$ cat config.mk
export PLATFORM = sky130hd
export DESIGN_NAME = aes_dec_key_sched
export DESIGN_NICKNAME = d
export VERILOG_FILES = /design/src/rtl/aes_dec_key_sched.sv
export SDC_FILE = /design/constraint.sdc
export NUM_CORES = 2
export LEC_CHECK = 0
export BUFFER_PORTS_ARGS = -buffer_cell sky130_fd_sc_hd__clkbuf_2
export CAP_MARGIN = 40
export CORE_MARGIN = 3
export CORE_UTILIZATION = 44
export DETAILED_ROUTE_END_ITERATION = 12
export GPL_TIMING_DRIVEN = 0
export PLACE_DENSITY = 0.59
export SLEW_MARGIN = 10
export SYNTH_ARGS = -nofsm -noshare
export SYNTH_HDL_FRONTEND = slang
export SYNTH_SLANG_ARGS = --single-unit
$ cat constraint.sdc
create_clock -name clk -period 22.4 [get_ports clk]
set_input_delay 2.24 -clock clk [delete_from_list [all_inputs] [get_ports clk]]
set_output_delay 2.24 -clock clk [all_outputs]
set_load 0.005 [all_outputs]
$ cat src/rtl/aes_dec_key_sched.sv
// AES-128 decryption key schedule: expands the cipher key forward to RK10, then emits RK10..RK0
// Latency: start at edge E -> first key (rk_round=10) valid after edge E+10; then 1 key/cycle
// Backpressure: rk_valid held with key/index stable while rk_ready=0; nothing depends on rk_ready combinationally
//
// Ports:
//   clk, arst          clock (rising edge), asynchronous active-low reset
//   start, key_in      begin a schedule with key_in (w0 in [127:96]); sampled only while idle
//   idle               high in IDLE
//   rk_valid/rk_ready  handshake for round_key_out and rk_round (10 down to 0)
//   done               one-cycle pulse after round key 0 is accepted
module aes_dec_key_sched #(
  parameter int NR = 10
) (
  input  logic         clk,
  input  logic         arst,
  input  logic         start,
  input  logic [127:0] key_in,
  output logic         idle,
  output logic         rk_valid,
  input  logic         rk_ready,
  output logic [127:0] round_key_out,
  output logic [3:0]   rk_round,
  output logic         done
);

  typedef enum logic [1:0] {IDLE, FWD, REV} state_t;

  localparam logic [3:0] LAST = 4'(NR);

  state_t       state, state_nxt;
  logic [127:0] key_reg, key_nxt;
  logic [3:0]   cnt, cnt_nxt;
  logic         done_nxt;

  logic [31:0]  w0, w1, w2, w3;
  logic [31:0]  sb_in, sub, rc, t0;
  logic [31:0]  f1, f2, f3;
  logic [127:0] fwd_key, inv_key;
  logic         hs;

  // GF(2^8) multiply modulo x^8+x^4+x^3+x+1.
  function automatic logic [7:0] gf_mul(input logic [7:0] a, input logic [7:0] b);
    logic [7:0] p;
    logic [7:0] aa;
    p  = 8'h00;
    aa = a;
    for (int i = 0; i < 8; i++) begin
      if (b[i]) p = p ^ aa;
      aa = {aa[6:0], 1'b0} ^ (aa[7] ? 8'h1b : 8'h00);
    end
    return p;
  endfunction

  // Forward S-box computed as multiplicative inverse (x^254, which maps 0 to 0)
  // followed by the affine transform.
  function automatic logic [7:0] sbox(input logic [7:0] x);
    logic [7:0] r;
    logic [7:0] sq;
    r  = 8'h01;
    sq = x;
    for (int i = 0; i < 7; i++) begin
      sq = gf_mul(sq, sq);
      r  = gf_mul(r, sq);
    end
    return r ^ {r[6:0], r[7]} ^ {r[5:0], r[7:6]} ^ {r[4:0], r[7:5]} ^ {r[3:0], r[7:4]} ^ 8'h63;
  endfunction

  function automatic logic [7:0] rcon(input logic [3:0] r);
    logic [7:0] v;
    case (r)
      4'd1:    v = 8'h01;
      4'd2:    v = 8'h02;
      4'd3:    v = 8'h04;
      4'd4:    v = 8'h08;
      4'd5:    v = 8'h10;
      4'd6:    v = 8'h20;
      4'd7:    v = 8'h40;
      4'd8:    v = 8'h80;
      4'd9:    v = 8'h1b;
      4'd10:   v = 8'h36;
      default: v = 8'h00;
    endcase
    return v;
  endfunction

  assign {w0, w1, w2, w3} = key_reg;

  // One shared S-box word: forward uses w3, inverse uses the recovered w3' = w3^w2.
  assign sb_in = (state == REV) ? (w3 ^ w2) : w3;
  // RotWord folded into the byte order of the S-box lanes.
  assign sub   = {sbox(sb_in[23:16]), sbox(sb_in[15:8]), sbox(sb_in[7:0]), sbox(sb_in[31:24])};
  assign rc    = {rcon(cnt), 24'h000000};
  // w0 ^ SubWord(RotWord(.)) ^ rcon is common to both directions.
  assign t0    = w0 ^ sub ^ rc;

  assign f1      = w1 ^ t0;
  assign f2      = w2 ^ f1;
  assign f3      = w3 ^ f2;
  assign fwd_key = {t0, f1, f2, f3};
  assign inv_key = {t0, w1 ^ w0, w2 ^ w1, w3 ^ w2};

  assign idle          = (state == IDLE);
  assign rk_valid      = (state == REV);
  assign round_key_out = key_reg;
  assign rk_round      = cnt;
  assign hs            = rk_valid & rk_ready;

  always_comb begin
    state_nxt = state;
    key_nxt   = key_reg;
    cnt_nxt   = cnt;
    done_nxt  = 1'b0;
    case (state)
      IDLE: begin
        if (start) begin
          key_nxt   = key_in;
          cnt_nxt   = 4'd1;
          state_nxt = FWD;
        end
      end
      FWD: begin
        key_nxt = fwd_key;
        // On the last step cnt stays at NR, which is the first reverse index.
        if (cnt == LAST) state_nxt = REV;
        else             cnt_nxt   = cnt + 4'd1;
      end
      REV: begin
        if (hs) begin
          if (cnt == 4'd0) begin
            state_nxt = IDLE;
            done_nxt  = 1'b1;
          end else begin
            key_nxt = inv_key;
            cnt_nxt = cnt - 4'd1;
          end
        end
      end
      default: state_nxt = IDLE;
    endcase
  end

  always_ff @(posedge clk or negedge arst) begin
    if (!arst) begin
      state   <= IDLE;
      key_reg <= 128'h0;
      cnt     <= 4'd0;
      done    <= 1'b0;
    end else begin
      state   <= state_nxt;
      key_reg <= key_nxt;
      cnt     <= cnt_nxt;
      done    <= done_nxt;
    end
  end

endmodule

==> results.py <==
metrics = {
    "min_path": {
        "hold_end": "round_key_out[117]",
        "hold-path-cell-count": 2,
        "worst_hold_path_type": "register to register",
        "worst_hold_startpoint": "round_key_out[117]",
    },
    "floorplan": {
        "die_h_um": 401,
        "starting_density_of_the_core_pct": 44.4,
        "num_rows": 144,
        "io_pins": 267,
        "core_area_um2": 154000,
        "floorplan.die_area_um2": 160000,
        "floorplan.die.width_um": 401,
    },
    "global_route": {
        "largest_net_degree_at_the_start_of_global_routing": 88,
        "grt_antenna_before_repair": 32,
        "grt.overflow.total": 0,
        "grt_pass1_vias": 64300,
        "track_usage_pct": 33.1,
        "grt_first_pass_wirelength_um": 417000,
    },
    "cells_and_area": {
        "sequential_cell_area_um2": 3380,
        "layout.filler_cells": 15700,
        "most_frequent_cells_in_the_layout": "1662 x sky130_fd_sc_hd__xnor2_1, 1288 x sky130_fd_sc_hd__nor2_1, 885 x sky130_fd_sc_hd__nand2_1",
        "multi_input_area_um2": 61800,
        "layout.core_utilization_pct": 48.0,
        "layout-area-overhead-vs-synth_pct": 8.13,
        "layout_commonest_cell": "sky130_fd_sc_hd__xnor2_1",
        "final_net_count": 9680,
        "layout_cells_sized_above_1_pct": 11.2,
    },
    "setup_path": {
        "r2r-start": "state[0]",
        "rr_worst_depth": 71,
        "worstSetupPathDepth": 71,
        "worst_path_most_repeated_cell": "sky130_fd_sc_hd__xnor2_1",
        "r2r-end": "round_key_out[57]",
        "reg2reg_setup_slack_ns": 0.94,
        "critical_path_cell_with_the_highest_stage_delay": "sky130_fd_sc_hd__xnor2_2",
        "critical_path_class": "register to register",
        "critical_path_required_ns": 22.74,
        "worstPathMaxFanout": 19,
        "critical_path.n_buffers_inverters": 18,
        "cp_top_family": "XOR/XNOR gates",
        "startpoint_type": "register",
        "worst_setup_path_end_kind": "register",
        "cp_data_arrival_time_ns": 21.80,
        "cpPeakStageDelay_ns": 0.77,
    },
    "drt": {
        "route.antenna.remaining_nets": 0,
        "routed_via_density": 6.07,
        "detailed_router_iteration_count_before_antenna_repair": 9,
        "avgRoutedWirePerCell_um": 24.3,
        "drt-initial-drc-count": 9109,
        "route.detailed.drc": 0,
        "finalWirelength_um": 281000,
        "vias": 70400,
    },
    "logic_synthesis": {
        "synth.avg_cell_area_um2": 7.49,
        "yosys_reg_bits": 135,
        "synth_cell_area_um2": 68500,
        "postSynthCellCount": 9142,
        "async_flop_share_pct": 100,
        "ys.warnings.count": 0,
        "yosysUniqueCellTypes": 128,
        "synthesis.nets": 9304,
        "seq_area_frac_synth_pct": 4.93,
        "synth_edf_count": 0,
        "ys_dominant_reg_cell": "sky130_fd_sc_hd__dfrtp_1",
    },
    "cts": {
        "htreeDepth": 4,
        "cts_buffer_depth": 2,
        "clkLatencyLatePin_ns": 0.50,
        "clk_sink_count": 135,
        "reg_clk_slew_reported_paths_ns": 0.07,
        "clk_root_buffer_cell": "sky130_fd_sc_hd__clkbuf_16",
        "cts_made_buffers": 17,
        "tritoncts": "built",
    },
    "timing": {
        "timing.final.crit_share_pct": 95.8,
        "final-hold-violation-count": 0,
        "layout_setup_ws_ns": 0.940,
        "fmax_mhz": 46.6,
        "fin_skew_ns": 0.0191,
        "timing_worst_slew_pin_value_ns": 1.03,
        "hold_ws_ns": 0.534,
        "final_max_slew_viol_count": 0,
        "setup_viol": 0,
        "setup_total_negative_slack_ns": 0,
        "layout_min_cycle_time_ns": 21.46,
        "setup_repair_after_global_routing_missed_its_margin": "false",
        "relSlewSlack_pct": 31.0,
    },
    "placement": {
        "numPortBuffers": 266,
        "post-dp-hpwl_um": 223000,
        "globalplace.congestion": 1.01,
        "dpl_worst_slack_ns": -0.665,
    },
    "job": {
        "max-cap-violations": 0,
    },
    "status": {
        "run_status": "finished clean",
    },
}
## logic make-up after synthesis
logic type | Yosys count | share of synthesized area [%]
adder cells (fa/ha/maj) | 34 | 0.618
AO/OA/AOI/OAI | 2000 | 19.0
XOR/XNOR | 2830 | 46.6
multiplexers | 248 | 3.83
AND/OR/NAND/NOR | 3117 | 20.0
flip-flops | 135 | 4.93
buffers and inverters | 778 | 5.05
## synthesized netlist by cell type (36+ instances only)
library cell / number / area (µm²)
sky130_fd_sc_hd__o22ai_1: 136 / 851
sky130_fd_sc_hd__o221ai_1: 36 / 315
sky130_fd_sc_hd__nor2_1: 1288 / 4830
sky130_fd_sc_hd__xor2_2: 43 / 699
sky130_fd_sc_hd__a32oi_1: 63 / 552
sky130_fd_sc_hd__a221oi_1: 53 / 464
sky130_fd_sc_hd__buf_2: 185 / 926
sky130_fd_sc_hd__dfrtp_1: 135 / 3380
sky130_fd_sc_hd__nor3_1: 270 / 1350
sky130_fd_sc_hd__nand3_1: 183 / 916
sky130_fd_sc_hd__nand2_1: 885 / 3320
sky130_fd_sc_hd__clkbuf_1: 375 / 1410
sky130_fd_sc_hd__a211oi_1: 106 / 796
sky130_fd_sc_hd__nand2b_1: 118 / 738
sky130_fd_sc_hd__inv_1: 91 / 342
sky130_fd_sc_hd__a31oi_1: 64 / 400
sky130_fd_sc_hd__xnor2_1: 1671 / 14600
sky130_fd_sc_hd__a22oi_1: 61 / 458
sky130_fd_sc_hd__xor2_1: 583 / 5110
sky130_fd_sc_hd__and3_1: 54 / 338
sky130_fd_sc_hd__o211ai_1: 49 / 368
sky130_fd_sc_hd__o21ai_0: 456 / 2280
sky130_fd_sc_hd__and2_1: 45 / 282
sky130_fd_sc_hd__xnor3_1: 288 / 6490
sky130_fd_sc_hd__o21ai_1: 77 / 385
sky130_fd_sc_hd__buf_1: 45 / 169
sky130_fd_sc_hd__a21oi_1: 497 / 2490
sky130_fd_sc_hd__mux2i_1: 203 / 2030
sky130_fd_sc_hd__xor3_1: 39 / 927
sky130_fd_sc_hd__nor2b_1: 56 / 350
sky130_fd_sc_hd__xnor2_2: 131 / 2130
## routing by layer
| layer | routed length, µm | GRT usage (%) | up-vias |
|---|---|---|---|
| li1 | - | - | 32300 |
| met1 | 122000 | 46.9 | 33900 |
| met2 | 119000 | 49.4 | 3663 |
| met3 | 31100 | 8.13 | 446 |
| met4 | 9210 | 10.2 | 10 |
| met5 | 57 | 0 | - |
## per-stage QoR
step                      cell area [µm²]  cells
final                               74100  11600
after global routing                74000  11600
after CTS                           73800  11600
after detailed placement            73200  11500
after global placement              72400  11500
after floorplan                     68500   9142
## how the worst max path moves through the flow
stage	end	from
2_1_floorplan	round_key_out[31]	state[0]
3_3_place_gp	round_key_out[25]	state[0]
3_5_place_dp	round_key_out[61]	state[0]
4_1_cts	round_key_out[62]	state[0]
5_1_grt	round_key_out[13]	state[0]
6_report	round_key_out[57]	state[0]
## cell type report
cell class / count / area share (%)
tap: 2044 / 3.45
buffer: 661 / 4.08
sequential: 135 / 4.56
antenna: 21 / 0.0710
multi-input combinational: 8229 / 83.4
clock buffer: 18 / 0.593
timing repair buffer: 359 / 2.95
inverter: 115 / 0.590
clock inverter: 14 / 0.250
## worst min-delay path, cell delays in order, from the launching register on
cell                      delay [ns]
sky130_fd_sc_hd__dfrtp_1        0.38
sky130_fd_sc_hd__nand2_1        0.06
sky130_fd_sc_hd__o21ai_0        0.06
## repair_timing
action | in CTS | in global routing
hold buffers | 0 | 0
endpoints found under the setup margin | 31 | 63
setup buffers | 0 | 2
gates resized for setup | 2 | 21
## registers in the layout, indices dropped and copies added, names as in the netlist
name           cells
rk_round           4
state              2
round_key_out    128
done               1
Power is left out: the tool's default activity adds up to more than one toggle a clock period on the data nets, which glitch-free logic cannot reach.
